**config.mk**
```make
export PLATFORM = sky130hd
export DESIGN_NAME = serial_addsub_flat
export DESIGN_NICKNAME = d
export VERILOG_FILES = /design/src/rtl/serial_addsub_if.sv /design/src/rtl/serial_addsub.sv /design/src/flat_wrapper.sv
export SDC_FILE = /design/constraint.sdc
export NUM_CORES = 1
export LEC_CHECK = 0
export CAP_MARGIN = 20
export CORE_AREA = 10 10 57 94
export CTS_BUF_LIST = sky130_fd_sc_hd__clkbuf_8
export CTS_CLUSTER_DIAMETER = 120
export CTS_CLUSTER_SIZE = 12
export DETAILED_ROUTE_END_ITERATION = 7
export DIE_AREA = 0 0 67 104
export HOLD_SLACK_MARGIN = 0.03
export PLACE_DENSITY = 0.51
export SLEW_MARGIN = 20
export SYNTH_ARGS = -nofsm -noshare
export SYNTH_HDL_FRONTEND = slang
export SYNTH_SLANG_ARGS = --single-unit
```
**constraint.sdc**
```tcl
create_clock -name clk -period 1.6 [get_ports clk]
set_input_delay 0.48 -clock clk [delete_from_list [all_inputs] [get_ports clk]]
set_output_delay 0.48 -clock clk [all_outputs]
set_load 0.03 [all_outputs]
```
**src/rtl/serial_addsub_if.sv**
```systemverilog
// serial_addsub_if: handshake and result bundle for the bit-serial adder/subtractor.
//   master: drives start/sub/a/b and observes status and results (requester side)
//   slave : the serial_addsub datapath
//   start/sub/a/b  : operation request, sampled while ready=1
//   ready/busy/done: sequencing status; done pulses one cycle per result
//   result/cout/ovf/zero : sum/difference and flags, held until the next completion
interface serial_addsub_if #(
  parameter int WIDTH = 4
);
  logic             start;
  logic             sub;
  logic [WIDTH-1:0] a;
  logic [WIDTH-1:0] b;
  logic             ready;
  logic             busy;
  logic             done;
  logic [WIDTH-1:0] result;
  logic             cout;
  logic             ovf;
  logic             zero;

  modport master (
    output start, sub, a, b,
    input  ready, busy, done, result, cout, ovf, zero
  );

  modport slave (
    input  start, sub, a, b,
    output ready, busy, done, result, cout, ovf, zero
  );
endinterface

```
**src/rtl/serial_addsub.sv**
```systemverilog
// serial_addsub: bit-serial add/subtract, one bit per clock, LSB first.
//   clk : rising-edge clock
//   rst : synchronous active-high reset
//   bus : serial_addsub_if.slave (start/sub/a/b in; ready/busy/done/result/cout/ovf/zero out)
// An accepted start is followed by WIDTH RUN cycles; the outputs load on the
// edge entering DONE and are held until the next completion or reset.
module serial_addsub #(
  parameter int WIDTH = 4
) (
  input logic           clk,
  input logic           rst,
  serial_addsub_if.slave bus
);
  localparam int CW = (WIDTH > 2) ? $clog2(WIDTH) : 1;

  typedef enum logic [1:0] {IDLE, RUN, DONE} state_t;

  state_t           state;
  logic [WIDTH-1:0] a_sh;
  logic [WIDTH-1:0] b_sh;
  logic [WIDTH-1:0] r_sh;
  logic             carry;
  logic             cin_msb;
  logic [CW-1:0]    count;

  logic             s;
  logic             c;
  logic [WIDTH-1:0] r_next;

  // One full-adder slice on the current LSBs; sum enters the result at the MSB
  // so that after WIDTH shifts bit 0 has landed in position 0.
  always_comb begin
    s      = a_sh[0] ^ b_sh[0] ^ carry;
    c      = (a_sh[0] & b_sh[0]) | (a_sh[0] & carry) | (b_sh[0] & carry);
    r_next = {s, r_sh[WIDTH-1:1]};
  end

  always_ff @(posedge clk) begin
    if (rst) begin
      state      <= IDLE;
      bus.ready  <= 1'b1;
      bus.busy   <= 1'b0;
      bus.done   <= 1'b0;
      bus.result <= '0;
      bus.cout   <= 1'b0;
      bus.ovf    <= 1'b0;
      bus.zero   <= 1'b0;
      a_sh       <= '0;
      b_sh       <= '0;
      r_sh       <= '0;
      carry      <= 1'b0;
      cin_msb    <= 1'b0;
      count      <= '0;
    end else begin
      case (state)
        RUN: begin
          a_sh  <= a_sh >> 1;
          b_sh  <= b_sh >> 1;
          r_sh  <= r_next;
          carry <= c;
          if (count == CW'(WIDTH-2)) cin_msb <= c;
          if (count == CW'(WIDTH-1)) begin
            state      <= DONE;
            bus.ready  <= 1'b1;
            bus.busy   <= 1'b0;
            bus.done   <= 1'b1;
            bus.result <= r_next;
            bus.cout   <= c;
            // cin_msb was captured a cycle earlier, so it is the MSB carry-in here
            bus.ovf    <= cin_msb ^ c;
            bus.zero   <= (r_next == '0);
          end else begin
            count <= count + CW'(1);
          end
        end
        default: begin  // IDLE and DONE accept a new operation identically
          bus.done <= 1'b0;
          if (bus.start) begin
            state     <= RUN;
            bus.ready <= 1'b0;
            bus.busy  <= 1'b1;
            a_sh      <= bus.a;
            // subtract as a + ~b + 1: the +1 rides in as the initial carry
            b_sh      <= bus.sub ? ~bus.b : bus.b;
            carry     <= bus.sub;
            count     <= '0;
          end else begin
            state     <= IDLE;
            bus.ready <= 1'b1;
            bus.busy  <= 1'b0;
          end
        end
      endcase
    end
  end
endmodule

```
**src/flat_wrapper.sv**
```systemverilog
// flat-port wrapper written by rule: the top's interface ports become plain ports
module serial_addsub_flat 
#(
  parameter int WIDTH = 4
)
  (clk, rst, bus_start, bus_sub, bus_a, bus_b, bus_ready, bus_busy, bus_done, bus_result, bus_cout, bus_ovf, bus_zero);
  serial_addsub_if #(.WIDTH(WIDTH)) bus_i ();
  input logic clk;
  input logic rst;
  input wire logic [$bits(bus_i.start)-1:0] bus_start;
  input wire logic [$bits(bus_i.sub)-1:0] bus_sub;
  input wire logic [$bits(bus_i.a)-1:0] bus_a;
  input wire logic [$bits(bus_i.b)-1:0] bus_b;
  output wire logic [$bits(bus_i.ready)-1:0] bus_ready;
  output wire logic [$bits(bus_i.busy)-1:0] bus_busy;
  output wire logic [$bits(bus_i.done)-1:0] bus_done;
  output wire logic [$bits(bus_i.result)-1:0] bus_result;
  output wire logic [$bits(bus_i.cout)-1:0] bus_cout;
  output wire logic [$bits(bus_i.ovf)-1:0] bus_ovf;
  output wire logic [$bits(bus_i.zero)-1:0] bus_zero;
  assign bus_i.start = bus_start;
  assign bus_i.sub = bus_sub;
  assign bus_i.a = bus_a;
  assign bus_i.b = bus_b;
  assign bus_ready = bus_i.ready;
  assign bus_busy = bus_i.busy;
  assign bus_done = bus_i.done;
  assign bus_result = bus_i.result;
  assign bus_cout = bus_i.cout;
  assign bus_ovf = bus_i.ovf;
  assign bus_zero = bus_i.zero;
  serial_addsub #(.WIDTH(WIDTH)) u_core (.clk(clk), .rst(rst), .bus(bus_i));
endmodule
```
==> results.cfg, run 1 <==
[outcome]
run_status = complete, no violations

[clocking]
cts_made_buffers = 3
clk_pin_slew_worst_paths_ns = 0.09
clock-sinks = 26
max-clock-path-buffers = 2
htree_num_levels = 1
tritoncts = built
cts.root.buffer_cell = clkbuf_8
cts_hold_repair.buffers = 0
insertion_delay_ns = 0.27

[flow_run]
maxCapViolCount = 0

[floorplan]
floorplan.initialDensity = 0.2908
die_height_microns = 104
io-pin-count = 22
placement_rows = 30
design.core.area_sq_um = 3791
design.die.area_sq_um = 6968
die_width_microns = 67

[final_layout]
ff_latch_area_sq_um = 520.5
fillerInstances = 407
multi_input_area_sq_um = 529.3
synthToLayoutAreaGrowth_pct = 31.67
mostFrequentLayoutCell = dfxtp_1
post-route-util = 0.3828
diodes = 0
most-common-layout-cells = dfxtp_1 (26), nand2_1 (24), a21oi_1 (14)
share_of_final_layout_standard_cells_stronger_than_drive_strength_1 = 0.08163
finalNonFillerCells = 195
finalNetCount = 163

[synth]
mappedNetlistArea_sq_um = 1102
synthMuxAreaShare = 0.04540
postSynthRegisterBits = 26
yosys_most_used_dff = dfxtp_1
synthesis.area_per_instance_sq_um = 8.680
synth_async_sr_flop_share = 0
synth_edf_count = 0
yosys_synthesis_warning_count = 0
net_count_after_synthesis = 142
postSynthCellCount = 127
xor_xnor_fraction_of_synth_area = 0.03973
post_synth_and_or_nand_nor_area_fraction = 0.1884
synth_seq_area_share = 0.4722
synth_compound_area_frac = 0.1589
yosys.cell_types.count = 28
dominant_combinational_cell_family_by_area_after_synthesis = simple AND/OR/NAND/NOR gates
synth-adder-area-share = 0.04086

[sta]
max_slew_margin = 0.7460
post_layout_minimum_cycle_time_ns = 1.503
max_freq_mhz = 665.4
hold_ws_ns = 0.4559
tightestPinTransition_ns = 0.3810
min_period_over_period = 0.9393
finalMaxSlewViolations = 0
timing.final.ws_setup_ns = 0.09711
final.setup_skew_ns = 0.001417
timing.final.hold_violations = 0
setup_repair_after_global_routing_missed_its_margin = no
setup_viol_count_final = 0

[setup_path]
ordered_cell_list_for_the_critical_path = dlygate4sd2_1
setup.worst_path.start_class = flip-flop
timing.critical_path.depth = 1
cp_max_fo = 2
timing.critical_path.max_delay_family = buffers and inverters
critPathKind = reg -> out
critPathMaxStageDelay_ns = 0.40
worstPathArrival_ns = 1.02
rr_worst_depth = 4
worstPathBufferInverterCount = 1
end_kind = primary output
critical_path.slowest_cell = dlygate4sd2_1
cp.required_ns = 1.12

[place]
globalplace.congestion = 0.7106
preCtsSetupSlack_ns = -0.09691
placedCellCount = 191
io_buffer_count = 21
detailedPlacementHpwl_microns = 1881

[route]
detail_route.iter0.violations = 12
wirelength_microns = 2503
number_of_vias_in_the_routed_layout = 908
route.antenna.remaining_nets = 0
number_of_iterations_in_the_first_detailed_routing_pass = 3
drc_errors = 0
detail_route.wl_per_cell_microns = 12.84
route.detailed.vias_per_inst = 4.656

[grt]
gr-usage-all-layers = 0.07551
grt_start_max_net_pins = 21
first_global_vias = 894
gr-total-overflow = 0
global_route_wire_length_before_repair_microns = 4174
antenna_found_initial = 0

[min_path]
hp-class = reg -> reg
timing.hold.worst_path_depth = 2

[power_and_ir_drop]
cellPowerDensity_nw_per_um2 = 987.3
power.total_mw = 1.433
total_leakage_power_nw = 0.5719
vdd_drop_max_v = 0.0004018
[worst paths after layout]
kind / startpoint / to / slack [ns]
setup / recovery: u_core.bus.zero / bus_zero / 0.1
hold / removal: u_core.bus.result[2] / u_core.bus.result[2] / 0.46
setup reg to reg: u_core.carry / u_core.bus.zero / 0.17
hold reg to reg: u_core.bus.result[2] / u_core.bus.result[2] / 0.46
[through the flow]
stage | setup TNS [ns] | instance area, sq um
after floorplan | 0 | 1102
after global placement | -0.2341 | 1384
after detailed placement | -0.3292 | 1384
after CTS | 0 | 1444
after global routing | 0 | 1451
final | 0 | 1451
[timing repair]
item                                    4_1_cts  5_1_grt
cloned                                        0        0
gates resized for setup                       9        2
endpoints found under the setup margin        9        3
setup buffers                                 0        0
[cells in the mapped netlist (3+ instances only)]
master | instances | area, sq um
a211o_1 | 3 | 26.28
a211oi_1 | 6 | 45.04
a21oi_1 | 14 | 70.07
buf_2 | 5 | 25.02
clkbuf_1 | 3 | 11.26
dfxtp_1 | 26 | 520.5
inv_1 | 3 | 11.26
mux2i_1 | 5 | 50.05
nand2_1 | 24 | 90.09
nor2_1 | 11 | 41.29
xnor2_1 | 5 | 43.79
[metal layers]
metal / track usage / wire [microns] / vias to the layer above
met2: 0.1264 / 1326 / 15
met5: 0 / 0 / -
met3: 0.02050 / 138 / 4
li1: - / - / 468
met1: 0.08140 / 980 / 421
met4: 0.03982 / 57 / 0
[sequential cells by signal, indices dropped and copies added (netlist names), 2 cells and up]
name,flops
u_core.count,2
u_core.a_sh,4
u_core.bus.result,4
u_core.b_sh,4
u_core.state,2
u_core.r_sh,3
[cells by family after synthesis]
group	after synthesis
AND/OR/NAND/NOR	47
AO/OA/AOI/OAI	28
flip-flops	26
buffers and inverters	13
XOR/XNOR	5
multiplexers	5
adder cells (fa/ha/maj)	3
[cell type report]
type	count	area share
Multi-Input combinational cell	88	0.3647
Sequential cell	26	0.3586
Timing Repair Buffer	26	0.1784
Tap cell	48	0.04138
Clock buffer	3	0.02845
Clock inverter	1	0.02069
Inverter	3	0.007759
[report_power, final]
group	total [mW]	internal [mW]	switching, mW
sequential	0.697	0.675	0.0218
clock	0.553	0.335	0.218
combinational	0.183	0.0964	0.0868
No activity file was read; power rests on OpenSTA's default activity.
==> run 2: changes to the inputs <==
--- a/config.mk
+++ b/config.mk
@@ -6,14 +6,15 @@
 export NUM_CORES = 1
 export LEC_CHECK = 0
 export CAP_MARGIN = 20
-export CORE_AREA = 10 10 57 94
+export CORE_AREA = 10 10 51 83
 export CTS_BUF_LIST = sky130_fd_sc_hd__clkbuf_8
 export CTS_CLUSTER_DIAMETER = 120
 export CTS_CLUSTER_SIZE = 12
 export DETAILED_ROUTE_END_ITERATION = 7
-export DIE_AREA = 0 0 67 104
+export DIE_AREA = 0 0 61 93
 export HOLD_SLACK_MARGIN = 0.03
-export PLACE_DENSITY = 0.51
+export PLACE_DENSITY = 0.63
+export SETUP_SLACK_MARGIN = 0.5
 export SLEW_MARGIN = 20
 export SYNTH_ARGS = -nofsm -noshare
 export SYNTH_HDL_FRONTEND = slang
==> results.cfg, run 2 (synthesis gave the netlist of run 1 again) <==
[route]
route.antenna.remaining_nets = 0
number_of_iterations_in_the_first_detailed_routing_pass = 4
drc_errors = 0
wirelength_microns = 2783
detail_route.iter0.violations = 4
route.detailed.vias_per_inst = 5.262
detail_route.wl_per_cell_microns = 14.88
number_of_vias_in_the_routed_layout = 984

[setup_path]
timing.critical_path.max_delay_family = adder cells
regToRegEndpoint = u_core.bus.zero
setup.worst_path.start_class = flip-flop
worstPathArrival_ns = 1.47
end_kind = flip-flop
critPathMaxStageDelay_ns = 0.50
cp.required_ns = 1.80
critPathKind = reg -> reg
cp_max_fo = 3
rr_startpoint = u_core.a_sh[0]
worstPathBufferInverterCount = 0
critical_path.slowest_cell = fa_2
rr_worst_depth = 4
ordered_cell_list_for_the_critical_path = fa_2 -> nor4_2 -> nand2_1 -> a21oi_1
rrSetupSlack_ns = 0.33

[place]
preCtsSetupSlack_ns = -0.1235
place_area_sq_um = 1386
globalplace.congestion = 0.7961
placedCellCount = 173
detailedPlacementHpwl_microns = 1794
io_buffer_count = 21

[clocking]
cts_hold_repair.buffers = 0
cts_made_buffers = 3
cts.root.buffer_cell = clkbuf_8
tritoncts = built
max-clock-path-buffers = 2
insertion_delay_ns = 0.28
clock-sinks = 26
clk_pin_slew_worst_paths_ns = 0.09
htree_num_levels = 1

[power_and_ir_drop]
power.combinational.fraction = 0.196
clockPowerShare = 0.304
cellPowerDensity_nw_per_um2 = 809.4
power.net_switching_mw = 0.3496
share_seq_of_total_power = 0.500
vdd_drop_max_v = 0.0006343
cellInternalPower_mw = 1.044
swShare = 0.2509
total_leakage_power_nw = 0.6617

[sta]
setup_viol_count_final = 0
tightestPinTransition_ns = 0.3682
setup_total_negative_slack_ns = 0
post_layout_minimum_cycle_time_ns = 1.270
max_freq_mhz = 787.4
timing.final.ws_setup_ns = 0.3300
hold_ws_ns = 0.4740
setup_repair_after_global_routing_missed_its_margin = yes
max_slew_margin = 0.7546
final.setup_skew_ns = 0.008748
min_period_over_period = 0.7938
timing.final.hold_violations = 0
finalMaxSlewViolations = 0

[floorplan]
io-pin-count = 22
design.core.area_sq_um = 2863
design.die.area_sq_um = 5673
die_height_microns = 93
placement_rows = 26
die_width_microns = 61
floorplan.initialDensity = 0.3851

[grt]
gr-usage-all-layers = 0.1021
antenna_found_initial = 0
first_global_vias = 1029
gr-total-overflow = 0
global_route_wire_length_before_repair_microns = 4560
grt_start_max_net_pins = 15

[final_layout]
most-common-layout-cells = nand2_1 (22), buf_6 (16), nor2_1 (11), dfxtp_2 (11), dfxtp_1 (11)
final_area_sq_um = 1722
largest_registers = u_core.a_sh: 4 flops, u_core.b_sh: 4 flops, u_core.bus.result: 4 flops
mostFrequentLayoutCell = nand2_1
share_of_final_layout_standard_cells_stronger_than_drive_strength_1 = 0.4465
synthToLayoutAreaGrowth_pct = 56.19
fillerInstances = 248
diodes = 0
finalNetCount = 175
finalNonFillerCells = 187

[min_path]
hold_path_startpoint = u_core.bus.result[1]
hp-class = reg -> reg
timing.hold.worst_path_depth = 2
timing.hold.worst_endpoint = u_core.bus.result[1]

[outcome]
run_status = complete, no violations

[flow_run]
maxCapViolCount = 0
==> run 2: changes by cell type in the layout (fill, tap and decap cells not counted), sizes merged <==
cell	before	now
dlygate4sd2	9	6
buf	6	26
bufbuf	0	1
and3b	1	2
clkdlybuf4s50	11	4
clkbuf	3	4
bufinv	1	0
==> run 2: what timing repair did <==
item                                    in CTS  in global routing
setup buffers                                6                  1
endpoints found under the setup margin      36                 32
gates resized for setup                    114                 15
pin swaps                                   18                 12
gates cloned                                 3                  0
==> run 2: final cells by class <==
cell class	count	area, sq um	area share
inverter	3	11.26	0.006541
multi-input combinational	89	668.1	0.3881
timing repair buffer	37	402.9	0.2340
clock buffer	4	55.05	0.03198
sequential	26	549.3	0.3190
tap	28	35.03	0.02035
==> run 2: how the worst max path moves through the flow <==
stage                            to  depth (start not counted)            start
floorplan           u_core.count[1]                          4  u_core.count[0]
global placement     u_core.b_sh[3]                          3          bus_sub
detailed placement   u_core.b_sh[3]                          3          bus_sub
CTS                 u_core.bus.zero                          4   u_core.a_sh[0]
global route        u_core.bus.zero                          4   u_core.a_sh[0]
finish              u_core.bus.zero                          4   u_core.a_sh[0]
==> run 2: per-stage QoR <==
stage	power (mW)	util
global route	1.464	0.6014
finish	1.393	0.6014
CTS	1.374	0.5778
global placement	0.8914	0.4843
detailed placement	0.8963	0.4843
floorplan	0.8297	-
==> run 2: routing by layer <==
layer / share of wire / track usage / up-vias
met1: 0.38 / 0.1026 / 455
met2: 0.55 / 0.1817 / 22
li1: - / - / 498
met5: 0 / 0 / -
met4: 0.026 / 0.05331 / 0
met3: 0.049 / 0.02439 / 9
==> run 2: worst min-delay path, cell delays in order, from the launching register on <==
cell,delay [ns]
dfxtp_2,0.33
nand2_1,0.05
a21oi_1,0.05
==> run 2: power by group through the flow <==
stage	clock network, mW	logic, mW	registers, mW
detailed placement	0	0.183	0.713
global placement	0	0.179	0.713
finish	0.424	0.273	0.697
global route	0.469	0.295	0.700
CTS	0.433	0.244	0.697
floorplan	0	0.114	0.716
==> run 3: changes to the inputs <==
==> constraint.sdc (replaced) <==
create_clock -name clk -period 1.3 [get_ports clk]
set_input_delay 0.39 -clock clk [delete_from_list [all_inputs] [get_ports clk]]
set_output_delay 0.39 -clock clk [all_outputs]
set_load 0.03 [all_outputs]
==> results.cfg, run 3 (synthesis gave the netlist of run 1 again) <==
[outcome]
run_status = complete, no violations

[sta]
timing.final.hold_violations = 0
setup_viol_count_final = 0
max_freq_mhz = 779.6
final.setup_skew_ns = 0.005572
post_layout_minimum_cycle_time_ns = 1.283
min_period_over_period = 0.9868
setup_total_negative_slack_ns = 0
max_slew_margin = 0.8049
hold_ws_ns = 0.4529
finalMaxSlewViolations = 0
tightestPinTransition_ns = 0.2844
timing.final.ws_setup_ns = 0.01721
setup_repair_after_global_routing_missed_its_margin = yes

[final_layout]
diodes = 0
largest_registers = u_core.a_sh: 4 flops, u_core.b_sh: 4 flops, u_core.bus.result: 4 flops
finalNonFillerCells = 198
fillerInstances = 238
synthToLayoutAreaGrowth_pct = 72.30
mostFrequentLayoutCell = nand2_1
most-common-layout-cells = nand2_1 (21), buf_6 (20), buf_4 (14)
final_area_sq_um = 1899
post-route-util = 0.6635
share_of_final_layout_standard_cells_stronger_than_drive_strength_1 = 0.5706
finalNetCount = 186

[floorplan]
die_height_microns = 93
floorplan.initialDensity = 0.3851
placement_rows = 26
io-pin-count = 22
design.core.area_sq_um = 2863
die_width_microns = 61
design.die.area_sq_um = 5673

[clocking]
insertion_delay_ns = 0.28
htree_num_levels = 1
cts_hold_repair.buffers = 0
clk_pin_slew_worst_paths_ns = 0.10
cts.root.buffer_cell = clkbuf_8
tritoncts = built
clock-sinks = 26
cts_made_buffers = 3
max-clock-path-buffers = 2

[setup_path]
cp.required_ns = 1.52
critPathKind = reg -> reg
worstPathArrival_ns = 1.50
cp_max_fo = 3
critical_path.slowest_cell = fa_2
critPathMaxStageDelay_ns = 0.50
ordered_cell_list_for_the_critical_path = fa_2 -> nor4_2 -> nand2_1 -> a21oi_1
timing.critical_path.max_delay_family = adder cells
worstPathBufferInverterCount = 0
setup.worst_path.start_class = flip-flop
end_kind = flip-flop

[route]
number_of_vias_in_the_routed_layout = 1052
wirelength_microns = 3249
detail_route.iter0.violations = 36
drc_errors = 0
route.detailed.vias_per_inst = 5.313
detail_route.wl_per_cell_microns = 16.41
number_of_iterations_in_the_first_detailed_routing_pass = 4
route.antenna.remaining_nets = 0

[place]
detailedPlacementHpwl_microns = 1810
preCtsSetupSlack_ns = -0.3141
io_buffer_count = 21
place_area_sq_um = 1401
globalplace.congestion = 0.7099
placedCellCount = 174

[grt]
gr-usage-all-layers = 0.1049
first_global_vias = 1077
gr-total-overflow = 0
antenna_found_initial = 0
grt_start_max_net_pins = 16
global_route_wire_length_before_repair_microns = 4795

[min_path]
hp-class = in -> reg

[flow_run]
maxCapViolCount = 0

[power_and_ir_drop]
cellPowerDensity_nw_per_um2 = 1022
power.total_mw = 1.941
vdd_drop_max_v = 0.0007507
total_leakage_power_nw = 0.7316
==> run 3: cell count changes in the layout (fill, tap and decap cells not counted), moves of 2 or more <==
cell / change
xnor2_1: -2
nor2_4: +3
a211oi_1: -2
a21oi_1: -3
nor2_1: -3
dlygate4sd2_1: -2
a211oi_2: +2
xnor2_2: +2
buf_6: +4
buf_4: +7
a21oi_2: +3
==> run 3: where the power goes <==
group	switching [mW]	internal, mW	total, mW
logic	0.175	0.212	0.387
registers	0.0361	0.829	0.865
clock network	0.276	0.413	0.689
total	0.487	1.45	1.94
==> run 3: path summary, 6_finish.rpt <==
check | start | end | slack [ns] | cells after the start
worst max-delay path | u_core.carry | u_core.bus.zero | 0.02 | 4
worst min-delay path | bus_start | u_core.b_sh[3] | 0.45 | 3
worst max register to register | u_core.carry | u_core.bus.zero | 0.02 | 4
worst min register to register | u_core.b_sh[2] | u_core.b_sh[1] | 0.47 | 2
==> run 3: final cells by class <==
| class | instances | area [sq um] | share of cell area |
|---|---|---|---|
| clock buffers | 3 | 41.29 | 0.02174 |
| clock inverters | 1 | 30.03 | 0.01581 |
| inverters | 3 | 11.26 | 0.005929 |
| multi-input cells | 89 | 740.7 | 0.3900 |
| flip-flops and latches | 26 | 550.5 | 0.2899 |
| well taps | 28 | 35.03 | 0.01845 |
| repair buffers | 48 | 490.5 | 0.2582 |
==> run 3: what timing repair did <==
item,4_1_cts,5_1_grt
pin swaps,28,19
resized for setup,50,31
setup endpoints to repair,36,36
setup buffers,8,8
cloned,3,1
==> run 3: tightest hold or removal path, delay by kind of cell <==
kind            cells  cell delay, ns
compound gates      1            0.06
buf+inv             2            0.25
==> run 3: layer usage <==
layer / vias up / track usage / wire, microns
li1: 519 / - / -
met1: 505 / 0.1063 / 1171
met5: - / 0 / 0
met3: 7 / 0.02304 / 115
met2: 21 / 0.1911 / 1884
met4: 0 / 0.04596 / 78
